--- src/rtl/stream_demux6_pkg.sv ---
// Shared constants and beat types for the 1-to-6 stream demultiplexer.
package stream_demux_pkg;

    localparam int NUM_CH = 6;
    localparam int SEL_W  = 3;
    localparam int DATA_W = 4;
    localparam int CNT_W  = 8;

    typedef logic [SEL_W-1:0] ch_sel_t;

    typedef struct packed {
        ch_sel_t           ch;
        logic [DATA_W-1:0] data;
    } beat_t;

endpackage

--- src/rtl/stream_demux6_if.sv ---
// Handshake bundle between the shared producer, the demux and the per-lane consumers.
interface stream_demux6_if;
    import stream_demux_pkg::*;

    logic                  in_valid;
    logic                  in_ready;
    logic [SEL_W-1:0]      in_sel;
    logic [DATA_W-1:0]     in_data;
    logic [NUM_CH-1:0]     out_valid;
    logic [NUM_CH-1:0]     out_ready;
    logic [DATA_W-1:0]     out_data;

    // Demux side.
    modport slave (
        input  in_valid, in_sel, in_data, out_ready,
        output in_ready, out_valid, out_data
    );

    // Producer / consumer side.
    modport master (
        output in_valid, in_sel, in_data, out_ready,
        input  in_ready, out_valid, out_data
    );
endinterface

--- src/rtl/stream_demux6_slot.sv ---
// Single-entry holding register: a load always wins, otherwise a drain empties it.
module stream_demux_slot
    import stream_demux_pkg::*;
(
    input  logic  clk,
    input  logic  rst_n,
    input  logic  load_i,
    input  logic  drain_i,
    input  beat_t beat_i,
    output logic  valid_o,
    output beat_t beat_o
);

    logic  valid_q, valid_d;
    beat_t beat_q,  beat_d;

    // Next state: load overwrites (covers back-to-back), drain clears the valid flag only.
    always_comb begin
        valid_d = valid_q;
        beat_d  = beat_q;
        if (load_i) begin
            valid_d = 1'b1;
            beat_d  = beat_i;
        end else if (drain_i) begin
            valid_d = 1'b0;
        end
    end

    // Slot state; reset discards any held beat.
    always_ff @(posedge clk) begin
        if (!rst_n) begin
            valid_q <= 1'b0;
            beat_q  <= '0;
        end else begin
            valid_q <= valid_d;
            beat_q  <= beat_d;
        end
    end

    assign valid_o = valid_q;
    assign beat_o  = beat_q;

endmodule

--- src/rtl/stream_demux6.sv ---
// Registered 1-to-6 stream demux with out-of-range drop accounting.
module stream_demux6
    import stream_demux_pkg::*;
(
    input  logic               clk,
    input  logic               rst_n,
    stream_demux6_if.slave     bus,
    output logic [CNT_W-1:0]   drop_cnt,
    output logic               drop_pulse
);

    logic              hold_v;
    beat_t             hold;
    beat_t             in_beat;
    logic [NUM_CH-1:0] out_valid_w;
    logic              fire_out;
    logic              acc;
    logic              in_range;
    logic              load;
    logic              drop;

    logic [CNT_W-1:0]  drop_cnt_q, drop_cnt_d;
    logic              drop_pulse_q;

    // One-hot decode of the held beat onto the per-channel valids.
    always_comb begin
        out_valid_w = '0;
        for (int i = 0; i < NUM_CH; i++) begin
            out_valid_w[i] = hold_v && (hold.ch == ch_sel_t'(i));
        end
    end

    // Only the targeted channel's ready can drain the slot.
    assign fire_out = |(out_valid_w & bus.out_ready);

    // Ready passes straight through from the consumer so the slot refills in the drain cycle.
    assign bus.in_ready = rst_n && (!hold_v || fire_out);
    assign acc          = bus.in_valid && bus.in_ready;
    assign in_range     = (bus.in_sel < ch_sel_t'(NUM_CH));
    assign load         = acc && in_range;
    assign drop         = acc && !in_range;

    assign in_beat.ch   = bus.in_sel;
    assign in_beat.data = bus.in_data;

    stream_demux_slot u_slot (
        .clk     (clk),
        .rst_n   (rst_n),
        .load_i  (load),
        .drain_i (fire_out),
        .beat_i  (in_beat),
        .valid_o (hold_v),
        .beat_o  (hold)
    );

    // Saturating drop count: stops at all-ones instead of wrapping.
    always_comb begin
        drop_cnt_d = drop_cnt_q;
        if (drop && (drop_cnt_q != {CNT_W{1'b1}})) begin
            drop_cnt_d = drop_cnt_q + 1'b1;
        end
    end

    // Drop counter and one-cycle drop indication.
    always_ff @(posedge clk) begin
        if (!rst_n) begin
            drop_cnt_q   <= '0;
            drop_pulse_q <= 1'b0;
        end else begin
            drop_cnt_q   <= drop_cnt_d;
            drop_pulse_q <= drop;
        end
    end

    assign bus.out_valid = out_valid_w;
    assign bus.out_data  = hold.data;
    assign drop_cnt      = drop_cnt_q;
    assign drop_pulse    = drop_pulse_q;

endmodule

--- src/flat_wrapper.sv ---
// flat-port wrapper written by rule: the top's interface ports become plain ports
module stream_demux6_flat import stream_demux_pkg::*;
  (clk, rst_n, drop_cnt, drop_pulse, bus_in_valid, bus_in_sel, bus_in_data, bus_out_ready, bus_in_ready, bus_out_valid, bus_out_data);
  stream_demux6_if bus_i ();
  input  logic clk;
  input  logic rst_n;
  output logic [CNT_W-1:0] drop_cnt;
  output logic drop_pulse;
  input wire logic [$bits(bus_i.in_valid)-1:0] bus_in_valid;
  input wire logic [$bits(bus_i.in_sel)-1:0] bus_in_sel;
  input wire logic [$bits(bus_i.in_data)-1:0] bus_in_data;
  input wire logic [$bits(bus_i.out_ready)-1:0] bus_out_ready;
  output wire logic [$bits(bus_i.in_ready)-1:0] bus_in_ready;
  output wire logic [$bits(bus_i.out_valid)-1:0] bus_out_valid;
  output wire logic [$bits(bus_i.out_data)-1:0] bus_out_data;
  assign bus_i.in_valid = bus_in_valid;
  assign bus_i.in_sel = bus_in_sel;
  assign bus_i.in_data = bus_in_data;
  assign bus_i.out_ready = bus_out_ready;
  assign bus_in_ready = bus_i.in_ready;
  assign bus_out_valid = bus_i.out_valid;
  assign bus_out_data = bus_i.out_data;
  stream_demux6 u_core (.clk(clk), .rst_n(rst_n), .bus(bus_i), .drop_cnt(drop_cnt), .drop_pulse(drop_pulse));
endmodule
--- config.mk ---
export PLATFORM = sky130hd
export DESIGN_NAME = stream_demux6_flat
export DESIGN_NICKNAME = d
export VERILOG_FILES = /design/src/rtl/stream_demux6_pkg.sv /design/src/rtl/stream_demux6_if.sv /design/src/rtl/stream_demux6_slot.sv /design/src/rtl/stream_demux6.sv /design/src/flat_wrapper.sv
export SDC_FILE = /design/constraint.sdc
export NUM_CORES = 1
export LEC_CHECK = 0
export CELL_PAD_IN_SITES_DETAIL_PLACEMENT = 1
export CELL_PAD_IN_SITES_GLOBAL_PLACEMENT = 1
export CORE_ASPECT_RATIO = 1.5
export CORE_MARGIN = 3
export CORE_UTILIZATION = 31
export CTS_CLUSTER_DIAMETER = 30
export DETAILED_ROUTE_END_ITERATION = 10
export HOLD_SLACK_MARGIN = 0.02
export PLACE_DENSITY = 0.83
export SETUP_SLACK_MARGIN = 0.05
export SLEW_MARGIN = 20
export SYNTH_ARGS = -nofsm -noshare
export SYNTH_HDL_FRONTEND = slang
export SYNTH_SLANG_ARGS = --single-unit
--- constraint.sdc ---
create_clock -name clk -period 1.8 [get_ports clk]
set_input_delay 0.36 -clock clk [delete_from_list [all_inputs] [get_ports clk]]
set_output_delay 0.36 -clock clk [all_outputs]
set_load 0.005 [all_outputs]
# Word-level counts from Yosys, hierarchy flattened
# Cells that the tools add are included.
[word_totals] out_inout_bits=20 mem_count=0 word_cells=33 ram_bits=0 mem_bits_ro=0 latch_bits=0 register_bits=17
[classes] n_lt_le_gt_ge=1 n_mux=2 multipliers=0 n_div=0 n_addsub=1 shifts=0 bitwise_logic=1 n_reduce_logical=17 n_eq_ne=6
[op_table] op="$logic_and A1 B1 Y1" n=11
[op_table] op="$add A8 B1 Y8 const B" n=1
[op_table] op="$ne A8 B8 Y1 const B" n=1
[op_table] op="$and A6 B6 Y6" n=1
[op_table] op="$eq A3 B2 Y1 const B" n=2
[op_table] op="$eq A3 B3 Y1 const B" n=2
[op_table] op="$reduce_or A6 Y1" n=1
[op_table] op="$eq A3 B1 Y1 const B" n=1
[op_table] op="$logic_not A3 Y1" n=1
[op_table] op="$lt A3 B3 Y1 const B" n=1
[op_table] op="$logic_not A1 Y1" n=2
[op_table] op="$mux W1" n=2
[op_table] op="$reduce_bool A2 Y1" n=1
[op_table] op="$logic_or A1 B1 Y1" n=1

# Longest topological paths before layout
[depth] word_depth=9 ltp_mapped=7 ltp_nobuf=5

# Cells and area by module
# Synthesis repeated with hierarchy kept, for this count alone.
[hier_totals] hier_cells=100 area_unflattened_um2=914.6
[by_module_without_submodules] mod="stream_demux6" area_each_um2=615.6 cells_per_inst=75 n_inst=1
[by_module_without_submodules] mod="stream_demux_slot" area_each_um2=299.0 cells_per_inst=25 n_inst=1

# Worst setup path before layout
# Ideal clock, no wire load.
[synth_path] path_type="reg-to-reg" start="reg u_core.u_slot.beat_q (netlist bit u_core.u_slot.beat_o[6])" end="reg u_core.u_slot.beat_q (netlist bit u_core.u_slot.beat_o[5])" path_stages_with_launch=8 t_required_ns=1.681 setup_ns=0.119 t_arrival_ns=1.517 slack_ns=0.164 n_path_buf=2 cell_sequence="dfxtp_1 buf_2 mux2i_1 o311ai_2 o21ai_2 buf_6 nor2_1 o221a_2"
[synth_between] elab_chain_cells=8 elab_cells_between_ends=18 classes_between="eq/ne: 5; bitwise: 1; reduce/logical: 12"
[synth_rtl] item="start: declaration" line="stream_demux6_slot.sv:15" text="beat_t beat_q, beat_d;"
[synth_rtl] item="start signal: assignment" line="stream_demux6_slot.sv:36" text="beat_q <= beat_d;"
[synth_rtl] item="$eq A3 B1 Y1 (tied with other cells)" line="stream_demux6.sv:29" text="out_valid_w[i] = hold_v && (hold.ch == ch_sel_t'(i));"
[synth_rtl] item="$logic_and A1 B1 Y1" line="stream_demux6.sv:29"
[synth_rtl] item="$and A6 B6 Y6 (*)" line="stream_demux6.sv:34" text="assign fire_out = |(out_valid_w & bus.out_ready);"
[synth_rtl] item="$reduce_or A6 Y1 (*)" line="stream_demux6.sv:34"
[synth_rtl] item="$logic_or A1 B1 Y1 (*)" line="stream_demux6.sv:37" text="assign bus.in_ready = rst_n && (!hold_v || fire_out);"
[synth_rtl] item="$logic_and A1 B1 Y1 (*)" line="stream_demux6.sv:37"
[synth_rtl] item="$logic_and A1 B1 Y1 (*)" line="stream_demux6.sv:38" text="assign acc = bus.in_valid && bus.in_ready;"
[synth_rtl] item="$logic_and A1 B1 Y1 (*)" line="stream_demux6.sv:40" text="assign load = acc && in_range;"
# Mark *: on every way between the ends. The rest lies on a longest branch, timed or not.
# A chain may end at the register's enable or synchronous reset.

# Final worst setup path
[layout_path] start="reg u_core.u_slot.beat_q (netlist bit u_core.u_slot.beat_o[6])" end="reg u_core.u_slot.beat_q (netlist bit u_core.u_slot.beat_o[6])"
# The elaborated chain is that of the path after synthesis.

==> impl_metrics.toml <==
[die]
die_w_microns = 51.01
start_util = 0.3375
ios = 36
die_area_sq_um = 3750
row_count = 23
die_y_microns = 73.52
design.core.area_sq_um = 2791

[layout]
n_antenna_cell = 0
final_cell_mix = "buf_4 (25), clkdlybuf4s50_1 (22), nand2_1 (21), dfxtp_1 (14)"
final_common_cell = "buf_4"
fillers = 329
syn_to_final_growth_pct = 68.53
design_area_sq_um = 1588
final_nets = 183
layout-drive-gt1-share = 0.2909
regArea_sq_um = 349.1
multiInputGateArea_sq_um = 601.8
fin_util = 0.5688

[critical_path]
path_cells = "mux2i_1, o311ai_4, buf_4, o21ai_4, buf_4, nor2_1, o221a_1"
required_ns = 1.94
cpMostUsedCell = "buf_4"
crit_buf_inv = 2
crit_path_end_kind = "flop"
critPathMaxStageDelay_ns = 0.37
critPathKind = "flop to flop"
critPathLaunch = "u_core.u_slot.beat_o[6]"
crit_family = "compound AO/OA/AOI/OAI gates"
crit_fanout = 6
crit_arrival_ns = 1.97
crit_slowest_cell = "dfxtp_4"
start_kind = "flop"
r2r-start = "u_core.u_slot.beat_o[6]"

[sta]
finalCritPeriodShare = 1.017
worstMarginPinSlew_ns = 0.4048
setup_viol = 2
hold_viol_final = 0
worst_slack_ns = -0.03133
max_freq_mhz = 546.1
maxSlewViolCount = 0
relSlewSlack = 0.7296
rsz0062_at_grt = "yes"
finalClockSkew_ns = 0.002126
finalCriticalPeriod_ns = 1.831

[place]
dpl.hpwl_mm = 2.288
placed_area_sq_um = 1428
portBuffers = 35
place_congestion = 0.8120
pre_cts_ws_ns = -0.4676

[status]
violations = "negative setup slack"
status = "finished with violations"

[routing]
ant_nets = 0
routed_wl_mm = 3.514
drtIter0Drc = 13
drtPass1Iterations = 4
drc = 0
via_per_inst = 5.178
vias = 1046
post_drt_wl_per_cell_microns = 17.40

[clock_network]
cts.sinks = 17
cts_buffers = 3
clk_path_buf_depth = 2
htreeDepth = 1
cts-root-buf = "clkbuf_8"
clk_pin_slew_ns = 0.07
clock_latency_ns = 0.26
cts_tree = "yes"

[power]
leakagePower_nw = 0.6411
ir_drop_mv = 0.3994
total_power_uw = 941.3
p_per_area_nw_per_um2 = 592.8

[grt]
grt_remaining_overflow = 0
grt_max_degree = 14
grt_usage = 0.1860
antenna_found_initial = 0
grt_pass1_vias = 1106
grt_pass1_wl_mm = 5.244

[synthesis]
netlist_top_cells_area = "dfxtp_1 (36%), mux2i_1 (11%), nand2_1 (8.4%)"
syn_area_sq_um = 942.2
syn_area_per_cell_sq_um = 8.805
ys_seq_area_frac = 0.3612
ys_ff_latch = 17
synth_nets = 124
ys_warn_count = 0
synth_cells = 107
ys_types = 35
yosys.area.top_type_share = 0.3612
synth_top_cell_by_area = "dfxtp_1"

[worst_hold_path]
hp-class = "flop to flop"
hold_start = "u_core.u_slot.beat_o[0]"

[job]
cap_viol_max_count = 0
## cells in the mapped netlist
cell        n
o211ai_1    2
o21ai_2     1
nand2_1    21
nor2b_1     2
a21oi_4     1
o311ai_2    2
ha_1        1
nand2b_1    3
o21ba_2     1
nand4_1     1
nor3_1      6
o221a_2     3
a21boi_0    1
or4b_1      1
nand3_1     5
dfxtp_1    17
o21ai_0     1
inv_1       2
inv_2       1
o21bai_1    1
mux2i_1    10
a311o_1     1
nand4bb_1   1
o31ai_1     1
and3_1      1
buf_4       4
buf_2       1
a21oi_1     1
clkbuf_1    2
buf_6       1
o21a_1      1
nor4_1      2
nor2_1      6
a211oi_2    1
o221a_1     1
## worst paths after layout
check | endpoint | slack [ns] | depth (start not counted)
min reg2reg | u_core.u_slot.beat_o[0] | 0.46 | 2
max | u_core.u_slot.beat_o[6] | -0.03 | 7
max reg2reg | u_core.u_slot.beat_o[6] | -0.03 | 7
min | u_core.u_slot.beat_o[0] | 0.46 | 2
## metal layers
layer	track usage	wire length (microns)
met5	0	0
met4	0.06287	102
met3	0.03651	117
met2	0.3415	1899
met1	0.2095	1395
## timing repair
action,4_1_cts,5_1_grt
gates cloned,1,0
setup endpoints to repair,21,13
hold buffers,0,0
pin swaps,5,6
buffers inserted,5,3
gates resized for setup,24,8
endpoints found under the hold margin,0,0
## logic make-up (layout without fill, tap and decap cells)
| group | after synthesis | after routing | share of synthesized area |
|---|---|---|---|
| flops | 17 | 17 | 0.3612 |
| buf+inv | 11 | 68 | 0.06905 |
| fa+ha+maj | 1 | 1 | 0.01328 |
| mux | 10 | 10 | 0.1062 |
| compound gates | 19 | 20 | 0.2019 |
| simple gates | 49 | 49 | 0.2483 |
## power by group
part | internal, mW | total (mW) | switching, mW
combinational | 0.133 | 0.241 | 0.108
clock | 0.158 | 0.292 | 0.135
sequential | 0.391 | 0.408 | 0.0173
## registers in the layout, indices dropped and copies added (netlist names)
signal                 flops
u_core.drop_cnt            8
u_core.u_slot.valid_o      1
u_core.drop_pulse          1
u_core.u_slot.beat_o       7
## cell type report
class                      instances  area share
multi-input combinational         80      0.3790
timing repair buffer              61      0.3365
inverter                           3    0.007092
tap                               37     0.02916
clock buffer                       4     0.02837
sequential                        17      0.2199
## per-stage QoR
step / instances / hold slack [ns] / setup TNS [ns]
final: 202 / 0.4599 / -0.05030
after global routing: 202 / 0.4796 / -0.3346
after CTS: 199 / 0.4633 / 0
after detailed placement: 190 / 0.4503 / -5.246
after global placement: 190 / 0.4444 / -4.586
after floorplan: 107 / 0.4351 / 0
## tightest hold or removal path, cell delays in order, from the launching register on
cell and delay [ns]:
dfxtp_1 0.31, nand2_1 0.05, mux2i_1 0.05
No activity file was read; power rests on OpenSTA's default activity.
